===== src/rtl/stuffed_nrzi_tx_if.sv =====
// Frame request/handshake bundle for stuffed_nrzi_tx.
//   SIE           : serial interface enable (gates frame acceptance only)
//   STUFF_OPER_tx : bit-stuffing enable, sampled at accept
//   sync_data     : sync/flag pattern, sampled at accept
//   data_in       : payload, sampled at accept
//   data_valid    : upstream has a frame to send
//   data_ready    : transmitter can accept a frame this cycle
// master = upstream frame source, slave = transmitter.
interface stuffed_nrzi_tx_if #(
  parameter int DATA_W = 16,
  parameter int SYNC_W = 8
);
  logic              SIE;
  logic              STUFF_OPER_tx;
  logic [SYNC_W-1:0] sync_data;
  logic [DATA_W-1:0] data_in;
  logic              data_valid;
  logic              data_ready;

  modport master (output SIE, STUFF_OPER_tx, sync_data, data_in, data_valid,
                  input  data_ready);
  modport slave  (input  SIE, STUFF_OPER_tx, sync_data, data_in, data_valid,
                  output data_ready);
endinterface


===== src/rtl/stuffed_nrzi_tx.sv =====
// Serial frame transmitter: SYNC pattern, bit-stuffed payload, NRZI line
// coding, forced-low EOP and a single high IDLE_J cycle.
// Ports:
//   clk, rst        : clock, synchronous active-high reset
//   tx (slave)      : frame request handshake and frame contents
//   encoded_dataout : registered NRZI line
//   SYNC_pattern    : line currently carries a sync bit
//   opcode          : phase of the bit on the line (IDLE..IDLE_J = 0..5)
//   busy            : opcode != IDLE
module stuffed_nrzi_tx #(
  parameter int DATA_W    = 16,
  parameter int SYNC_W    = 8,
  parameter int STUFF_LEN = 6,
  parameter int EOP_LEN   = 2
) (
  input  logic                clk,
  input  logic                rst,
  stuffed_nrzi_tx_if.slave    tx,
  output logic                encoded_dataout,
  output logic                SYNC_pattern,
  output logic [3:0]          opcode,
  output logic                busy
);
  localparam int MAXW  = (DATA_W > SYNC_W) ? DATA_W : SYNC_W;
  localparam int PTR_W = $clog2(MAXW);
  localparam int RUN_W = $clog2(STUFF_LEN + 1);

  typedef enum logic [3:0] {
    ST_IDLE   = 4'd0,
    ST_SYNC   = 4'd1,
    ST_DATA   = 4'd2,
    ST_STUFF  = 4'd3,
    ST_EOP    = 4'd4,
    ST_IDLE_J = 4'd5
  } state_t;

  state_t            state_q, state_d;
  logic              line_q, line_d;
  logic              lvl_q, lvl_d;       // NRZI reference (last coded level)
  logic [SYNC_W-1:0] sync_q, sync_d;     // MSB is the sync bit on the line
  logic [DATA_W-1:0] data_q, data_d;     // MSB is the payload bit on the line
  logic              stuff_en_q, stuff_en_d;
  logic [PTR_W-1:0]  ptr_q, ptr_d;       // bits remaining in current phase
  logic [RUN_W-1:0]  run_q, run_d;

  logic accept;
  logic nrzi;        // next line bit is NRZI coded
  logic bit_d;       // logical value of the next coded bit
  logic lvl_src;     // reference the next coded bit is measured against
  logic payload;     // next bit is a payload bit (drives the run counter)
  logic run_first;   // first payload bit: run starts from zero

  assign tx.data_ready = (state_q == ST_IDLE) && tx.SIE && !rst;
  assign accept        = tx.data_valid && tx.data_ready;

  always_comb begin
    state_d    = state_q;
    sync_d     = sync_q;
    data_d     = data_q;
    stuff_en_d = stuff_en_q;
    ptr_d      = ptr_q;
    run_d      = run_q;
    nrzi       = 1'b0;
    bit_d      = 1'b1;
    lvl_src    = lvl_q;
    payload    = 1'b0;
    run_first  = 1'b0;

    case (state_q)
      ST_IDLE: begin
        if (accept) begin
          state_d    = ST_SYNC;
          sync_d     = tx.sync_data;
          data_d     = tx.data_in;
          stuff_en_d = tx.STUFF_OPER_tx;
          ptr_d      = PTR_W'(SYNC_W - 1);
          nrzi       = 1'b1;
          bit_d      = tx.sync_data[SYNC_W-1];
          lvl_src    = 1'b1;               // every frame starts from a high reference
        end
      end
      ST_SYNC: begin
        nrzi = 1'b1;
        if (ptr_q == '0) begin
          state_d   = ST_DATA;
          ptr_d     = PTR_W'(DATA_W - 1);
          bit_d     = data_q[DATA_W-1];
          payload   = 1'b1;
          run_first = 1'b1;
        end else begin
          sync_d = sync_q << 1;
          ptr_d  = ptr_q - 1'b1;
          bit_d  = sync_q[SYNC_W-2];
        end
      end
      ST_DATA, ST_STUFF: begin
        // Stuff check comes before the end-of-payload check so a run that
        // ends on the last payload bit still gets its stuffed zero.
        if (state_q == ST_DATA && stuff_en_q && run_q == RUN_W'(STUFF_LEN)) begin
          state_d = ST_STUFF;
          nrzi    = 1'b1;
          bit_d   = 1'b0;
          run_d   = '0;
        end else if (ptr_q == '0) begin
          state_d = ST_EOP;
          ptr_d   = PTR_W'(EOP_LEN - 1);
        end else begin
          state_d = ST_DATA;
          data_d  = data_q << 1;
          ptr_d   = ptr_q - 1'b1;
          nrzi    = 1'b1;
          bit_d   = data_q[DATA_W-2];
          payload = 1'b1;
        end
      end
      ST_EOP: begin
        if (ptr_q == '0) state_d = ST_IDLE_J;
        else             ptr_d   = ptr_q - 1'b1;
      end
      ST_IDLE_J: state_d = ST_IDLE;
      default:   state_d = ST_IDLE;
    endcase

    if (payload) begin
      if (!bit_d)                           run_d = '0;
      else if (run_first)                   run_d = RUN_W'(1);
      else if (run_q != {RUN_W{1'b1}})      run_d = run_q + 1'b1;  // saturate when stuffing is off
    end

    if (nrzi) begin
      line_d = bit_d ? lvl_src : ~lvl_src;   // 0 toggles, 1 holds
      lvl_d  = line_d;
    end else begin
      line_d = (state_d != ST_EOP);          // EOP forced low, IDLE_J/IDLE high
      lvl_d  = (state_d == ST_EOP) ? lvl_q : 1'b1;
    end
  end

  always_ff @(posedge clk) begin
    if (rst) begin
      state_q    <= ST_IDLE;
      line_q     <= 1'b1;
      lvl_q      <= 1'b1;
      sync_q     <= '0;
      data_q     <= '0;
      stuff_en_q <= 1'b0;
      ptr_q      <= '0;
      run_q      <= '0;
    end else begin
      state_q    <= state_d;
      line_q     <= line_d;
      lvl_q      <= lvl_d;
      sync_q     <= sync_d;
      data_q     <= data_d;
      stuff_en_q <= stuff_en_d;
      ptr_q      <= ptr_d;
      run_q      <= run_d;
    end
  end

  assign encoded_dataout = line_q;
  assign opcode          = state_q;
  assign busy            = (state_q != ST_IDLE);
  assign SYNC_pattern    = (state_q == ST_SYNC);
endmodule

===== src/flat_wrapper.sv =====
// flat-port wrapper written by rule: the top's interface ports become plain ports
module stuffed_nrzi_tx_flat 
#(
  parameter int DATA_W    = 16,
  parameter int SYNC_W    = 8,
  parameter int STUFF_LEN = 6,
  parameter int EOP_LEN   = 2
)
  (clk, rst, encoded_dataout, SYNC_pattern, opcode, busy, tx_SIE, tx_STUFF_OPER_tx, tx_sync_data, tx_data_in, tx_data_valid, tx_data_ready);
  stuffed_nrzi_tx_if #(.DATA_W(DATA_W), .SYNC_W(SYNC_W)) tx_i ();
  input  logic clk;
  input  logic rst;
  output logic encoded_dataout;
  output logic SYNC_pattern;
  output logic [3:0] opcode;
  output logic busy;
  input wire logic [$bits(tx_i.SIE)-1:0] tx_SIE;
  input wire logic [$bits(tx_i.STUFF_OPER_tx)-1:0] tx_STUFF_OPER_tx;
  input wire logic [$bits(tx_i.sync_data)-1:0] tx_sync_data;
  input wire logic [$bits(tx_i.data_in)-1:0] tx_data_in;
  input wire logic [$bits(tx_i.data_valid)-1:0] tx_data_valid;
  output wire logic [$bits(tx_i.data_ready)-1:0] tx_data_ready;
  assign tx_i.SIE = tx_SIE;
  assign tx_i.STUFF_OPER_tx = tx_STUFF_OPER_tx;
  assign tx_i.sync_data = tx_sync_data;
  assign tx_i.data_in = tx_data_in;
  assign tx_i.data_valid = tx_data_valid;
  assign tx_data_ready = tx_i.data_ready;
  stuffed_nrzi_tx #(.DATA_W(DATA_W), .SYNC_W(SYNC_W), .STUFF_LEN(STUFF_LEN), .EOP_LEN(EOP_LEN)) u_core (.clk(clk), .rst(rst), .tx(tx_i), .encoded_dataout(encoded_dataout), .SYNC_pattern(SYNC_pattern), .opcode(opcode), .busy(busy));
endmodule

===== config.mk =====
export PLATFORM = sky130hd
export DESIGN_NAME = stuffed_nrzi_tx_flat
export DESIGN_NICKNAME = d
export VERILOG_FILES = /design/src/rtl/stuffed_nrzi_tx_if.sv /design/src/rtl/stuffed_nrzi_tx.sv /design/src/flat_wrapper.sv
export SDC_FILE = /design/constraint.sdc
export NUM_CORES = 1
export LEC_CHECK = 0
export CORE_MARGIN = 10
export CORE_UTILIZATION = 45
export DETAILED_ROUTE_END_ITERATION = 7
export PLACE_DENSITY_LB_ADDON = 0.08
export SLEW_MARGIN = 20
export SYNTH_ARGS = -nofsm -noshare
export SYNTH_HDL_FRONTEND = slang
export SYNTH_SLANG_ARGS = --single-unit

===== constraint.sdc =====
create_clock -name clk -period 2.5 [get_ports clk]
set_input_delay 0.5 -clock clk [delete_from_list [all_inputs] [get_ports clk]]
set_output_delay 0.5 -clock clk [all_outputs]
set_load 0.005 [all_outputs]

=== Word-level counts from Yosys, hierarchy flattened ===
Cells that the tools add are included.

* Register bits after elaboration: 37
* Input bits: 29
* Output and inout port bits: 8
* Logic and storage cells: 86

* $add $sub $neg: 2
* Equality and inequality tests: 14
* Muxes and demuxes: 44
* Bitwise operators: 1
* Reduce and logical (&&, ||, !) cells: 17

{| class="wikitable"
|+ Operator list
! cell !! number
|-
| 16-bit 2-to-1 mux || 3
|-
| 4-bit 2-to-1 mux || 9
|-
| 16-bit one-hot mux with 2 select lines || 1
|-
| 4-bit one-hot mux with 4 select lines || 2
|-
| 3-bit 2-to-1 mux || 7
|-
| 1-bit 2-to-1 mux || 16
|-
| 7-bit 2-to-1 mux || 2
|-
| 7-bit one-hot mux with 2 select lines || 1
|-
| 4-bit by 2-bit == test with 1-bit output, second input constant || 2
|-
| 4-bit by 3-bit == test with 1-bit output, second input constant || 2
|-
| 4-bit logical NOT || 2
|-
| 2-bit inequality test, second input constant || 4
|-
| 4-bit AND reduction || 2
|-
| 4-bit nonzero test || 2
|-
| 1-bit one-hot mux with 3 select lines || 2
|-
| 1-bit logical AND || 5
|-
| 4-bit by 1-bit == test with 1-bit output, second input constant || 1
|-
| 2-bit by 1-bit inequality test with 1-bit output, second input constant || 2
|-
| 4-bit by 3-bit inequality test with 1-bit output, second input constant || 1
|-
| 2-bit nonzero test || 2
|-
| 4-bit by 1-bit subtractor with 4-bit output, second input constant || 1
|-
| 3-bit by 1-bit adder with 3-bit output, second input constant || 1
|-
| 3-bit == test, second input constant || 1
|-
| 3-bit inequality test, second input constant || 1
|-
| other kinds (6) || 6
|}

=== Longest topological paths before layout ===
* Word-level depth: 9
* Gate-level depth with buffers: 9
* Gate-level depth less buffers: 7

=== Worst setup path after synthesis ===
Ideal clock, no wire load.

* Kind: register to register
* Start: register u_core.ptr_q[0]
* End: register u_core.lvl_q
* Setup time: 0.129 ns
* Data arrival time: 1.787 ns
* Required time: 2.371 ns
* Setup slack: 0.585 ns
* Stages on the path, launching flop included: 9
* Path buffers: 1
* Clock period less this slack: 1.915 ns
* Path through: dfxtp_1 > inv_1 > ha_1 > or3b_2 > clkbuf_1 > nor2_1 > a2111oi_0 > nor3b_1 > a211oi_1

* Cells in the longest elaborated chain, start to end: 6
* Elaborated cells between the ends (all ways): 17
* Those cells by class: eq/ne: 2; mux: 14; reduce/logical: 1

{| class="wikitable"
|+ RTL lines
! what !! line !! source
|-
| start: declaration || stuffed_nrzi_tx.sv:43 || <nowiki>logic [PTR_W-1:0] ptr_q, ptr_d;</nowiki>
|-
| start signal: assignment || stuffed_nrzi_tx.sv:156 || <nowiki>ptr_q <= ptr_d;</nowiki>
|-
| 4-bit logical NOT * || stuffed_nrzi_tx.sv:84, stuffed_nrzi_tx.sv:104, stuffed_nrzi_tx.sv:117 ||
|-
| 3-bit 2-to-1 mux / 1-bit 2-to-1 mux (equally long branches) || stuffed_nrzi_tx.sv:104 || <nowiki>end else if (ptr_q == '0) begin</nowiki>
|-
| 4-bit 2-to-1 mux / 1-bit 2-to-1 mux (equally long branches) || stuffed_nrzi_tx.sv:99 || <nowiki>if (state_q == ST_DATA && stuff_en_q && run_q == RUN_W'(STUFF_LEN)) begin</nowiki>
|-
| 4-bit one-hot mux with 4 select lines / 1-bit one-hot mux with 3 select lines (equally long branches) || stuffed_nrzi_tx.sv:69 || <nowiki>case (state_q)</nowiki>
|-
| 4-bit by 3-bit == test with 1-bit output / 1-bit 2-to-1 mux (equally long branches) || stuffed_nrzi_tx.sv:135, stuffed_nrzi_tx.sv:131 ||
|-
| 2-bit by 1-bit inequality test with 1-bit output (no line) / 1-bit 2-to-1 mux (equally long branches) || n/a ||
|-
| end signal: assignment || stuffed_nrzi_tx.sv:152 || <nowiki>lvl_q <= lvl_d;</nowiki>
|-
| end: declaration || stuffed_nrzi_tx.sv:39 || <nowiki>logic lvl_q, lvl_d;</nowiki>
|}

Mark *: on every way between the ends. The rest lies on a longest branch, timed or not.
A chain may end at the register's enable or synchronous reset.

=== Worst setup path after layout ===
* Start: register u_core.state_q[3], in the netlist u_core.opcode[3]
* End: output tx_data_ready

* Cells in the longest elaborated chain, start to end: 3

{| class="wikitable"
|+ RTL lines
! what !! line !! source
|-
| start: declaration || stuffed_nrzi_tx.sv:37 || <nowiki>state_t state_q, state_d;</nowiki>
|-
| start signal: assignment || stuffed_nrzi_tx.sv:150 || <nowiki>state_q <= state_d;</nowiki>
|-
| 4-bit logical NOT || stuffed_nrzi_tx.sv:53 || <nowiki>assign tx.data_ready = (state_q == ST_IDLE) && tx.SIE && !rst;</nowiki>
|-
| 1-bit logical AND (2 in series) || stuffed_nrzi_tx.sv:53 ||
|-
| end: declaration || flat_wrapper.sv:22 || <nowiki>output wire logic [$bits(tx_i.data_ready)-1:0] tx_data_ready;</nowiki>
|}

Every way passes these cells.

==> results.txt <==
----------------------------------------------------
[Status]
  Status ... finished, final reports clean

[Timing]
  Count of pins over their slew limit ... 0
  Share of the clock period used by the worst path after layout ... 95.0%
  Setup total negative slack ... 0 ns
  FMAX ... 421 MHz
  Setup Viol. Count Final ... 0
  Final critical delay including setup and external delays ... 2.37 ns
  Pin slew with the least headroom to its limit ... 0.588 ns
  Worst setup margin ... 0.126 ns
  Worst clock skew ... 0.00616 ns
  Number of failing hold endpoints at the final stage ... 0
  Worst slew margin ... 59.8%
  RSZ-0062 raised after global routing ... no

[Clocking]
  Reg clk slew, reported paths ... 0.07 ns
  Total number of clock tree sinks ... 37
  Number of buffers added for setup after CTS ... 0
  Library cell used as clock root buffer ... sky130_fd_sc_hd__clkbuf_8
  Number of CTS-inserted buffers ... 5
  Clock Tree Buf Depth ... 2
  Clock network latency to the later pin of the worst-skew pair ... 0.28 ns
  Clock H-tree levels ... 2
  Post-CTS Hold Buffers ... 0
  TritonCTS clock tree ... done
  Post_cts resized ... 0

[Place]
  HPWL Detailed ... 3.59 mm
  Number of placed instances with taps included ... 314
  Buffers on Ports ... 36
  Placer Congestion ... 0.894
  DP Worst Slack ... 0.233 ns
  Dpl cell area ... 2470 sq um

[Route]
  Post-route DRC ... 0
  Final ANT Viol Nets ... 0
  Via Count ... 1,813
  Routed length per instance ... 15.2 um
  Initial DRC count ... 120
  Mean number of vias per cell ... 5.67
  Final wirelength ... 4.85 mm
  First-pass DRT Iterations ... 4

[Setup path]
  Maximum cell stage delay along the critical path ... 0.53 ns
  Cell family contributing the most delay on the critical path ... simple AND/OR/NAND/NOR gates
  Worst Setup EP ... tx_data_ready
  Number of cells on the worst reg-to-reg path ... 7
  Crit Reg-Reg Endpoint ... u_core.data_q[9]$_SDFFE_PP0P_
  Required arrival time at the worst endpoint ... 2.00 ns
  CP Max Fanout ... 7
  CP max stage cell ... sky130_fd_sc_hd__or4_4
  Critical Path Source ... u_core.opcode[3]$_SDFF_PP0_
  Arrival time of data at the critical path endpoint ... 1.87 ns
  Reg-to-reg setup timing slack ... 0.38 ns
  Type of the worst setup path ... flop to primary output
  Buf/Inv on CP ... 1
  Sort of element at the start of the critical path ... flop
  Critical path, cell by cell ... or4_4 > nor3b_2 > clkdlybuf4s50_1
  Startpoint of the worst-slack reg-to-reg timing path ... u_core.ptr_q[0]$_SDFFE_PP0P_
  Levels on crit path ... 3
  Setup crit end kind ... primary output

[Synthesis]
  Area of the mapped netlist ... 2050 sq um
  Asr flop ratio synth ... 0%
  Area share of the largest cell type after synthesis ... 36.2%
  Cell types with the highest counts after synthesis ... 39 x sky130_fd_sc_hd__nand2_1, 37 x sky130_fd_sc_hd__dfxtp_1, 28 x sky130_fd_sc_hd__nor2_1
  Synth Flop Type ... sky130_fd_sc_hd__dfxtp_1
  Number of instances in the synthesized netlist ... 229
  Synth Area per Inst ... 8.93 sq um
  Share of synthesized area occupied by flip-flops and latches ... 36.2%
  Warnings, synthesis ... 0
  Number of synthesized register bits ... 37
  Post-synth cell types ... 47
  Most common cell in the netlist ... sky130_fd_sc_hd__nand2_1
  Cell type with the largest total area after synthesis ... sky130_fd_sc_hd__dfxtp_1
  Top cells by area in the synthesized netlist ... sky130_fd_sc_hd__dfxtp_1 36%, sky130_fd_sc_hd__a311oi_2 10%, sky130_fd_sc_hd__nand2_1 7.2%
  Post-Syn Nets ... 263
  Number of synthesized flops with an enable pin ... 0

[Cells and area]
  Net count reported at finish ... 303
  Post-Layout Inst Area ... 2550 sq um
  FILL cells ... 404
  Final std cells w/o fill ... 320
  Layout-stage area growth over the synthesis result ... 24.6%
  Ratio of cells with drive above 1 in the final layout ... 18.7%
  Antenna Diode Count ... 0
  Utilization of the core after routing ... 58.1%

[Pwr]
  Peak VDD IR ... 314 uV
  Leakage ... 0.933 nW
  Power density of the placed cells ... 471 nW/um^2

[Global routing]
  Number of global-route vias before repair ... 1,716
  Remaining global-route overflow ... 0
  Maximum number of pins on one net before global-route repair ... 32
  Antenna violations before repair ... 0
  Wire length of the first global-routing pass ... 8.23 mm
  Overall Global Routing Usage ... 13.1%

[Floorplanning]
  Die Span Y ... 87.4 um
  Area of the core region ... 4380 sq um
  Effective utilization at floorplan ... 46.7%
  Die outline width ... 87.4 um
  Number of core rows ... 24
  Area of the die ... 7640 sq um
  Top-level I/O count ... 37

[Min path]
  Worst min path class ... flop to flop
  Worst min-delay path startpoint ... u_core.data_q[0]$_SDFFE_PP0P_

[Run]
  Number of max-capacitance violations reported ... 0

----------------------------------------------------
-- cell families (layout without fill, tap and decap cells) --
group                    after synthesis  after routing  synth area share [%]
multiplexers                          12             12                  5.93
buffers and inverters                 21             60                  6.05
flip-flops                            37             37                  36.2
AO/OA/AOI/OAI                         57             57                  25.0
adder cells (fa/ha/maj)                5              5                  3.06
AND/OR/NAND/NOR                       96             96                  23.6
other                                  1              1                 0.183
-- worst reg2reg max path: stages, from the launching register on --
cell	delay, ns
sky130_fd_sc_hd__dfxtp_1	0.33
sky130_fd_sc_hd__inv_1	0.10
sky130_fd_sc_hd__ha_1	0.17
sky130_fd_sc_hd__or3b_2	0.53
sky130_fd_sc_hd__nand3_1	0.27
sky130_fd_sc_hd__nand2_4	0.30
sky130_fd_sc_hd__nor2_1	0.22
sky130_fd_sc_hd__a311oi_2	0.06
-- registers in the layout, indices dropped and copies added, names as in the netlist --
signal and cells:
u_core.data_q 16, u_core.sync_q 7, u_core.opcode 4, u_core.ptr_q 4, u_core.run_q 3, u_core.encoded_dataout 1
u_core.lvl_q 1, u_core.stuff_en_q 1
-- where the power goes --
group | switching (mW) | internal [mW]
Sequential | 0.0152 | 0.611
Combinational | 0.0904 | 0.105
Clock | 0.196 | 0.183
Total | 0.302 | 0.899
-- worst min-delay path by stage --
stage | cells after the start | endpoint | slack (ns)
floorplan | 2 | u_core.lvl_q$_SDFFE_PP1P_ | 0.43
global placement | 2 | u_core.data_q[1]$_SDFFE_PP0P_ | 0.46
detailed placement | 2 | u_core.data_q[1]$_SDFFE_PP0P_ | 0.49
CTS | 2 | u_core.data_q[1]$_SDFFE_PP0P_ | 0.49
global route | 2 | u_core.lvl_q$_SDFFE_PP1P_ | 0.51
finish | 2 | u_core.data_q[1]$_SDFFE_PP0P_ | 0.48
-- metrics by stage --
step                      hold WS, ns  power (mW)
after global placement          0.461       0.832
after floorplan                 0.433       0.754
final                           0.479        1.20
after detailed placement        0.485       0.833
after global routing            0.505        1.26
after CTS                       0.486        1.21
-- metal layers --
metal | wire length, um | GRT usage, %
met5 | 0 | 0
met4 | 39 | 4.06
met3 | 226 | 3.09
met2 | 2300 | 20.8
met1 | 2290 | 17.0
-- final cells by class --
type | count | area (sq um) | area share [%]
Clock buffer | 5 | 68.8 | 2.70
Clock inverter | 1 | 5.00 | 0.196
Inverter | 5 | 18.8 | 0.736
Multi-Input combinational cell | 171 | 1190 | 46.7
Sequential cell | 37 | 742 | 29.1
Tap cell | 52 | 65.1 | 2.55
Timing Repair Buffer | 49 | 458 | 18.0
-- placed cells by master (no fill, tap or decap), drive strengths merged, types with 4 or more instances in the layout --
cell type	Yosys	final
clkdlybuf4s50	0	36
dfxtp	37	37
a21oi	14	14
inv	5	5
nor3b	5	5
ha	5	5
clkbuf	10	5
a311oi	21	21
nor3	6	6
nor2	28	28
buf	6	13
mux2i	11	11
nand2	40	40
o21ai	4	4
Power figures use the tool's default switching activity.
